===== src/rtl/nibble_ctrl.sv =====
// nibble_ctrl: fetch/decode/execute sequencer for the 4-bit nibble CPU.
// Owns pc, ir, accumulator and carry/zero flags; drives ROM, data-memory and I/O handshakes.
module nibble_ctrl (
    input  logic       clk,
    input  logic       reset,
    input  logic       run,
    output logic       halted,
    output logic       rom_en,
    output logic [7:0] rom_addr,
    input  logic [7:0] rom_data,
    output logic       mem_req,
    output logic       mem_we,
    output logic [3:0] mem_addr,
    output logic [3:0] mem_wdata,
    input  logic [3:0] mem_rdata,
    input  logic       mem_ack,
    input  logic [3:0] in_data,
    input  logic       in_valid,
    output logic       in_ready,
    output logic [3:0] out_data,
    output logic       out_valid,
    input  logic       out_ready,
    output logic [3:0] acc,
    output logic       carry,
    output logic       zero,
    output logic [7:0] pc
);

    typedef enum logic [2:0] {
        S_IDLE,
        S_FETCH,
        S_DECODE,
        S_EXEC,
        S_MEM,
        S_IN,
        S_OUT,
        S_HALTED
    } state_e;

    typedef enum logic [3:0] {
        OP_NOP   = 4'h0,
        OP_LIT   = 4'h1,
        OP_IN    = 4'h2,
        OP_LD    = 4'h3,
        OP_ST    = 4'h4,
        OP_ADD   = 4'h5,
        OP_MUL   = 4'h6,
        OP_NOR   = 4'h7,
        OP_OUT   = 4'h8,
        OP_JMP   = 4'h9,
        OP_JC    = 4'hA,
        OP_JZ    = 4'hB,
        OP_CLC   = 4'hC,
        OP_RSV_D = 4'hD,
        OP_RSV_E = 4'hE,
        OP_HALT  = 4'hF
    } opcode_e;

    state_e     state_q, state_d;
    logic [7:0] pc_q, pc_d;
    logic [7:0] ir_q, ir_d;
    logic [3:0] acc_q, acc_d;
    logic       carry_q, carry_d;
    logic       zero_q, zero_d;

    opcode_e    op;
    logic [3:0] k;
    logic [7:0] pc_inc;
    logic [7:0] pc_jmp;
    logic [4:0] sum;
    logic [7:0] prod;
    logic       acc_wr;
    logic [3:0] acc_wr_val;

    assign op     = opcode_e'(ir_q[7:4]);
    assign k      = ir_q[3:0];
    assign pc_inc = pc_q + 8'd1;
    assign pc_jmp = {pc_q[7:4], k};
    assign sum    = {1'b0, acc_q} + {1'b0, mem_rdata};
    assign prod   = {4'b0000, acc_q} * {4'b0000, mem_rdata};

    // NOTE: async reset lives in the sensitivity list, and all state uses <= so
    // every register samples the pre-edge values of the others.
    always_ff @(posedge clk or posedge reset) begin
        if (reset) begin
            state_q <= S_IDLE;
            pc_q    <= '0;
            ir_q    <= '0;
            acc_q   <= '0;
            carry_q <= 1'b0;
            zero_q  <= 1'b1;
        end else begin
            state_q <= state_d;
            pc_q    <= pc_d;
            ir_q    <= ir_d;
            acc_q   <= acc_d;
            carry_q <= carry_d;
            zero_q  <= zero_d;
        end
    end

    // NOTE: every variable gets a hold/default value first, so no path leaves
    // one unassigned and no latch is inferred.
    always_comb begin
        state_d    = state_q;
        pc_d       = pc_q;
        ir_d       = ir_q;
        acc_d      = acc_q;
        carry_d    = carry_q;
        zero_d     = zero_q;
        acc_wr     = 1'b0;
        acc_wr_val = acc_q;

        case (state_q)
            S_IDLE, S_HALTED: begin
                if (run) begin
                    pc_d    = '0;
                    state_d = S_FETCH;
                end
            end

            S_FETCH: state_d = S_DECODE;

            S_DECODE: begin
                ir_d = rom_data;
                case (opcode_e'(rom_data[7:4]))
                    OP_LD, OP_ST, OP_ADD, OP_MUL, OP_NOR: state_d = S_MEM;
                    OP_IN:   state_d = S_IN;
                    OP_OUT:  state_d = S_OUT;
                    OP_HALT: state_d = S_HALTED;
                    default: state_d = S_EXEC;
                endcase
            end

            S_EXEC: begin
                state_d = S_FETCH;
                pc_d    = pc_inc;
                case (op)
                    OP_LIT: begin
                        acc_wr     = 1'b1;
                        acc_wr_val = k;
                    end
                    OP_JMP: pc_d = pc_jmp;
                    OP_JC:  if (carry_q) pc_d = pc_jmp;
                    OP_JZ:  if (zero_q) pc_d = pc_jmp;
                    OP_CLC: carry_d = 1'b0;
                    default: ;
                endcase
            end

            S_MEM: begin
                if (mem_ack) begin
                    state_d = S_FETCH;
                    pc_d    = pc_inc;
                    case (op)
                        OP_LD: begin
                            acc_wr     = 1'b1;
                            acc_wr_val = mem_rdata;
                        end
                        OP_ADD: begin
                            acc_wr     = 1'b1;
                            acc_wr_val = sum[3:0];
                            carry_d    = sum[4];
                        end
                        OP_MUL: begin
                            acc_wr     = 1'b1;
                            acc_wr_val = prod[3:0];
                            carry_d    = |prod[7:4];
                        end
                        OP_NOR: begin
                            acc_wr     = 1'b1;
                            acc_wr_val = ~(acc_q | mem_rdata);
                        end
                        default: ;
                    endcase
                end
            end

            S_IN: begin
                if (in_valid) begin
                    state_d    = S_FETCH;
                    pc_d       = pc_inc;
                    acc_wr     = 1'b1;
                    acc_wr_val = in_data;
                end
            end

            S_OUT: begin
                if (out_ready) begin
                    state_d = S_FETCH;
                    pc_d    = pc_inc;
                end
            end

            default: state_d = S_IDLE;
        endcase

        // Zero tracks every accumulator write, whatever instruction caused it.
        if (acc_wr) begin
            acc_d  = acc_wr_val;
            zero_d = (acc_wr_val == 4'h0);
        end
    end

    // Strobes and port data decode straight from state, so reset clears them at once.
    assign halted    = (state_q == S_HALTED);
    assign rom_en    = (state_q == S_FETCH);
    assign rom_addr  = pc_q;
    assign mem_req   = (state_q == S_MEM);
    assign mem_we    = mem_req && (op == OP_ST);
    assign mem_addr  = mem_req ? k : 4'h0;
    assign mem_wdata = mem_req ? acc_q : 4'h0;
    assign in_ready  = (state_q == S_IN);
    assign out_valid = (state_q == S_OUT);
    assign out_data  = out_valid ? acc_q : 4'h0;
    assign acc       = acc_q;
    assign carry     = carry_q;
    assign zero      = zero_q;
    assign pc        = pc_q;

endmodule


===== config.mk =====
export PLATFORM = sky130hd
export DESIGN_NAME = nibble_ctrl
export DESIGN_NICKNAME = d
export VERILOG_FILES = /design/src/rtl/nibble_ctrl.sv
export SDC_FILE = /design/constraint.sdc
export NUM_CORES = 1
export LEC_CHECK = 0
export ABC_AREA = 1
export ABC_CLOCK_PERIOD_IN_PS = 3000
export CAP_MARGIN = 20
export CORE_ASPECT_RATIO = 0.75
export CORE_MARGIN = 10
export CORE_UTILIZATION = 50
export CTS_CLUSTER_SIZE = 12
export DETAILED_ROUTE_END_ITERATION = 7
export HOLD_SLACK_MARGIN = 0.12
export PLACE_DENSITY = 0.79
export SYNTH_ARGS = -nofsm -noshare
export SYNTH_HDL_FRONTEND = slang
export SYNTH_SLANG_ARGS = --single-unit

===== constraint.sdc =====
create_clock -name clk -period 3 [get_ports clk]
set_input_delay 0.6 -clock clk [delete_from_list [all_inputs] [get_ports clk]]
set_output_delay 0.6 -clock clk [all_outputs]
set_load 0.03 [all_outputs]

==> run_summary.xml, run 1 <==
<?xml version="1.0" encoding="UTF-8"?>
<metrics>
  <group name="drt">
    <metric name="post_drt_via_cell_ratio" unit="">5.16</metric>
    <metric name="dr.pass1.iters" unit="">6</metric>
    <metric name="drt.antenna.violating_nets" unit="">0</metric>
    <metric name="drc" unit="">0</metric>
    <metric name="post_drt_wl_per_cell" unit="um">14.5</metric>
    <metric name="dr.first_iter.drc_count" unit="">246</metric>
    <metric name="total_number_of_vias" unit="">2710</metric>
    <metric name="wl" unit="um">7640</metric>
  </group>
  <group name="worst_hold_path">
    <metric name="min_path_cells" unit="">2</metric>
    <metric name="hold_path_startpoint" unit="">zero$_DFFE_PP1P_</metric>
    <metric name="hold_path_class" unit="">flip-flop to flip-flop</metric>
    <metric name="min_delay_worst_endpoint" unit="">zero$_DFFE_PP1P_</metric>
  </group>
  <group name="timing">
    <metric name="slew-limit-headroom" unit="%">36.5</metric>
    <metric name="final-max-slew-violation-count" unit="">0</metric>
    <metric name="timing_hold_violations_final" unit="">0</metric>
    <metric name="layout_setup_ws" unit="ns">0.109</metric>
    <metric name="setup_violations" unit="">0</metric>
    <metric name="rsz0062_at_grt" unit="">no</metric>
    <metric name="post-route-period-util" unit="%">96.4</metric>
    <metric name="timing.fmax" unit="GHz">0.346</metric>
    <metric name="final.min_clock_period" unit="ns">2.89</metric>
    <metric name="setup-tns-final" unit="ns">0</metric>
    <metric name="tightest_hold_margin" unit="ns">0.513</metric>
    <metric name="tightestPinTransition" unit="ns">0.948</metric>
    <metric name="final.setup_skew" unit="ns">0.00252</metric>
  </group>
  <group name="clocking">
    <metric name="hold_buffer_count_at_cts" unit="">0</metric>
    <metric name="cts_max_path_buffers" unit="">2</metric>
    <metric name="cts_made_buffers" unit="">3</metric>
    <metric name="cts_tree" unit="">done</metric>
    <metric name="clock_sink_count" unit="">25</metric>
    <metric name="clock_latency" unit="ns">0.27</metric>
    <metric name="cts.reportedPaths.clkPinSlew" unit="ns">0.09</metric>
    <metric name="post-cts-setup-buffer-count" unit="">0</metric>
    <metric name="cts.htree.levels" unit="">1</metric>
    <metric name="clock-root-buffer" unit="">sky130_fd_sc_hd__clkbuf_8</metric>
  </group>
  <group name="pwr">
    <metric name="post-layout-total-power" unit="W">0.00304</metric>
    <metric name="p_sw" unit="W">0.00166</metric>
    <metric name="power_density_normalized_to_cell_area" unit="mW/mm^2">886</metric>
    <metric name="power.static_leakage" unit="nW">1.72</metric>
    <metric name="power.switching_fraction" unit="%">54.6</metric>
    <metric name="clock_power_share" unit="%">6.9</metric>
    <metric name="power.sequential.fraction" unit="%">21.6</metric>
    <metric name="internal_power" unit="W">0.00138</metric>
    <metric name="vdd_drop_max" unit="uV">412</metric>
    <metric name="share_comb_of_total_power" unit="%">71.4</metric>
  </group>
  <group name="synthesis">
    <metric name="area_share_of_the_largest_cell_type_after_synthesis" unit="%">23.3</metric>
    <metric name="yosysWarnings" unit="">0</metric>
    <metric name="synth-compound-area-share" unit="%">10.9</metric>
    <metric name="synthDistinctLibCells" unit="">32</metric>
    <metric name="synthMuxAreaShare" unit="%">0</metric>
    <metric name="ys_seq_elements" unit="">25</metric>
    <metric name="yosysMostFrequentCell" unit="">sky130_fd_sc_hd__nand2_1</metric>
    <metric name="synth-async-reset-ratio" unit="%">100</metric>
    <metric name="syn-cell-area" unit="mm^2">0.00258</metric>
    <metric name="synth_top_family_by_area" unit="">simple AND/OR/NAND/NOR gates</metric>
    <metric name="synth_enable_flop_cells" unit="">0</metric>
    <metric name="leading_post_synthesis_cells_by_cell_area" unit="">sky130_fd_sc_hd__dfrtp_1 23%, sky130_fd_sc_hd__nand2_1 15%, sky130_fd_sc_hd__ha_1 10%, sky130_fd_sc_hd__inv_1 9.8%, sky130_fd_sc_hd__nor2_1 7.3%</metric>
    <metric name="synth_simple_gate_area_share" unit="%">35.9</metric>
    <metric name="syn_inst" unit="">395</metric>
    <metric name="synth-seq-area-share" unit="%">24.3</metric>
    <metric name="post_synthesis_adder_cell_area_fraction" unit="%">14.1</metric>
    <metric name="commonest_cells_in_the_netlist" unit="">102 x sky130_fd_sc_hd__nand2_1, 67 x sky130_fd_sc_hd__inv_1, 50 x sky130_fd_sc_hd__nor2_1, 29 x sky130_fd_sc_hd__o21ai_0, 24 x sky130_fd_sc_hd__dfrtp_1</metric>
    <metric name="mappedNetlistNets" unit="">443</metric>
    <metric name="post_synth.cell_area_avg" unit="um^2">6.53</metric>
    <metric name="yosysTopAreaCell" unit="">sky130_fd_sc_hd__dfrtp_1</metric>
    <metric name="postSynth.topFlopCell" unit="">sky130_fd_sc_hd__dfrtp_1</metric>
    <metric name="post_synthesis_xor_xnor_area_fraction" unit="%">1.36</metric>
  </group>
  <group name="placed_design">
    <metric name="buffer_ports.inserted" unit="">61</metric>
    <metric name="post_placement_setup_slack" unit="ns">-0.530</metric>
    <metric name="dpl-instance-area" unit="mm^2">0.00331</metric>
    <metric name="hpwl" unit="um">6220</metric>
    <metric name="gp_congestion" unit="">0.926</metric>
  </group>
  <group name="finish">
    <metric name="layout.filler_cells" unit="">419</metric>
    <metric name="num-nets-final" unit="">514</metric>
    <metric name="n_antenna_cell" unit="">0</metric>
    <metric name="final_layout_size_suffix_gt1_share" unit="%">12.3</metric>
    <metric name="layout.cell_area.non_filler" unit="mm^2">0.00343</metric>
    <metric name="areaGrowthSynthToFinish" unit="%">32.9</metric>
  </group>
  <group name="setup_path">
    <metric name="cp_slowest_cell" unit="">sky130_fd_sc_hd__fa_1</metric>
    <metric name="critical_path.startpoint_type" unit="">primary input</metric>
    <metric name="minimum_setup_slack_among_reg_to_reg_paths" unit="ns">0.26</metric>
    <metric name="crit_path_cell_trace" unit="">dlygate4sd2_1, nand2_2, fa_1, fa_1, inv_1, ha_1, nand3_1, nand3_2, nand2_1, a21oi_1, nor2_1, nor2_1, nand3b_1, nand2_1, nand2_1</metric>
    <metric name="critPathRequiredTime" unit="ns">3.18</metric>
    <metric name="slowest_delay" unit="ns">0.55</metric>
    <metric name="worst_ep_arrival_time" unit="ns">3.07</metric>
    <metric name="reg2reg_depth" unit="">14</metric>
    <metric name="crit-reg2reg-capture" unit="">carry$_DFFE_PP0P_</metric>
    <metric name="path_class" unit="">primary input to flip-flop</metric>
    <metric name="critical_path.max_fanout" unit="">2</metric>
    <metric name="critPathMostFrequentCell" unit="">sky130_fd_sc_hd__nand2_1</metric>
    <metric name="regToRegStartpoint" unit="">acc[1]$_DFFE_PP0P_</metric>
    <metric name="worst_setup_path_end_kind" unit="">flip-flop</metric>
  </group>
  <group name="floorplan">
    <metric name="std_cell_rows" unit="">22</metric>
    <metric name="die-width" unit="um">103</metric>
    <metric name="die_h" unit="um">82.2</metric>
    <metric name="core_region_area" unit="mm^2">0.00495</metric>
    <metric name="fp.dieArea" unit="mm^2">0.00846</metric>
    <metric name="design.portCount" unit="">62</metric>
    <metric name="effective_utilization_at_floorplan" unit="%">52.0</metric>
  </group>
  <group name="run">
    <metric name="drv.max_cap_violation_count" unit="">0</metric>
  </group>
  <group name="global_routing">
    <metric name="total_congestion_overflow" unit="">0</metric>
    <metric name="grt_first_pass_wirelength" unit="um">12200</metric>
    <metric name="grt.total_usage" unit="%">17.9</metric>
    <metric name="antenna_found_initial" unit="">0</metric>
    <metric name="first_global_vias" unit="">2563</metric>
    <metric name="grt_start_max_net_pins" unit="">26</metric>
  </group>
  <group name="status">
    <metric name="run_status" unit="">finished clean</metric>
  </group>
</metrics>
-- timing repair --
| action | 4_1_cts | 5_1_grt |
|---|---|---|
| pin swaps | 8 | 6 |
| endpoints found under the setup margin | 3 | 2 |
| resized for setup | 9 | 10 |
-- per-layer routing --
layer  GRT usage, %  part of all wire (%)  up-vias
li1               -                     -     1380
met1           25.2                    47     1216
met2           27.7                    43      108
met3           4.48                   8.9        6
met4           2.22                  0.63        0
met5              0                     0        -
-- registers in the layout, summed over array words and instances, names as in the netlist --
register / flops
carry: 1
state_q: 3
ir_q: 8
acc: 4
zero: 1
pc: 8
-- worst max-delay path: cells and delay by family --
kind	cells	cell delay, ns
adders and majority gates	3	1.33
and+or+nand+nor	9	0.79
buffers and inverters	2	0.29
AOI/OAI and AO/OA	1	0.06
-- power groups by stage --
stage	logic [W]	clock network, W	registers, W
2_1_floorplan	0.00132	0	0.000728
3_3_place_gp	0.00201	0	0.000649
3_5_place_dp	0.00205	0	0.000655
4_1_cts	0.00211	0.000208	0.000653
5_1_grt	0.00239	0.000223	0.000678
6_report	0.00217	0.000211	0.000657
-- metrics by stage --
stage / instances / utilization, %
5_1_grt: 525 / 69.2
2_1_floorplan: 395 / -
3_5_place_dp: 521 / 66.7
3_3_place_gp: 521 / 66.7
4_1_cts: 525 / 68.3
6_report: 525 / 69.2
-- logic make-up (layout without fill, tap and decap cells) --
logic type                 after synthesis  in the layout
buffers and inverters                   83            153
AOI/OAI and AO/OA                       52             52
DFF                                     25             25
adders and majority gates               26             26
xor gates and xnor gates                 4              4
and+or+nand+nor                        205            205
-- worst max-delay path by stage --
stage                                   from                end  slack, ns  depth (start not counted)
after CTS                       mem_rdata[1]  carry$_DFFE_PP0P_       0.07                         15
after global routing            mem_rdata[1]  carry$_DFFE_PP0P_      0.005                         15
after floorplan           acc[1]$_DFFE_PP0P_  carry$_DFFE_PP0P_       0.09                         10
after detailed placement        mem_rdata[3]  carry$_DFFE_PP0P_      -0.53                         15
after global placement          mem_rdata[2]  carry$_DFFE_PP0P_      -0.44                         17
final                           mem_rdata[1]  carry$_DFFE_PP0P_       0.11                         15
-- final cells by class --
class | instances | area [um^2] | area share (%)
repair buffers | 76 | 716 | 20.9
flip-flops and latches | 25 | 627 | 18.3
well taps | 60 | 75.1 | 2.19
inverters | 73 | 277 | 8.07
clock buffers | 4 | 45.0 | 1.31
multi-input cells | 287 | 1690 | 49.3
-- layout by cell type (no fill, tap or decap), types with 2 or more instances in the layout --
cell type / synthesis / routed
sky130_fd_sc_hd__nand2_4: 2 / 2
sky130_fd_sc_hd__nand4_1: 3 / 3
sky130_fd_sc_hd__buf_4: 9 / 15
sky130_fd_sc_hd__dlygate4sd2_1: 0 / 2
sky130_fd_sc_hd__inv_2: 5 / 6
sky130_fd_sc_hd__o31ai_1: 3 / 3
sky130_fd_sc_hd__fa_1: 5 / 5
sky130_fd_sc_hd__clkbuf_8: 0 / 3
sky130_fd_sc_hd__nand2_2: 3 / 5
sky130_fd_sc_hd__nand3b_1: 3 / 3
sky130_fd_sc_hd__a21oi_1: 15 / 15
sky130_fd_sc_hd__ha_4: 0 / 5
sky130_fd_sc_hd__nor2_1: 50 / 50
sky130_fd_sc_hd__nor3_1: 8 / 7
sky130_fd_sc_hd__nor3_2: 2 / 3
sky130_fd_sc_hd__ha_1: 21 / 15
sky130_fd_sc_hd__nand2_1: 102 / 100
sky130_fd_sc_hd__inv_1: 67 / 66
sky130_fd_sc_hd__nand3_2: 0 / 2
sky130_fd_sc_hd__nand3_1: 21 / 19
sky130_fd_sc_hd__dfrtp_1: 24 / 24
sky130_fd_sc_hd__nor2_4: 2 / 2
sky130_fd_sc_hd__o21ai_2: 2 / 2
sky130_fd_sc_hd__o21ai_0: 29 / 28
sky130_fd_sc_hd__xor2_1: 4 / 4
sky130_fd_sc_hd__clkdlybuf4s50_1: 0 / 58
sky130_fd_sc_hd__nor2_2: 5 / 5
Power figures use the tool's default switching activity.
==> run 2, diff against run 1 <==
TNS_END_PERCENT = 20   (was default)
==> results of run 2 <==
Final layout, timing and power as in run 1 (identical DEF).
==> run 3, diff against run 2 <==
HOLD_SLACK_MARGIN = 0.06   (was 0.12)
==> results of run 3 <==
Final layout, timing and power as in run 1 (identical DEF).
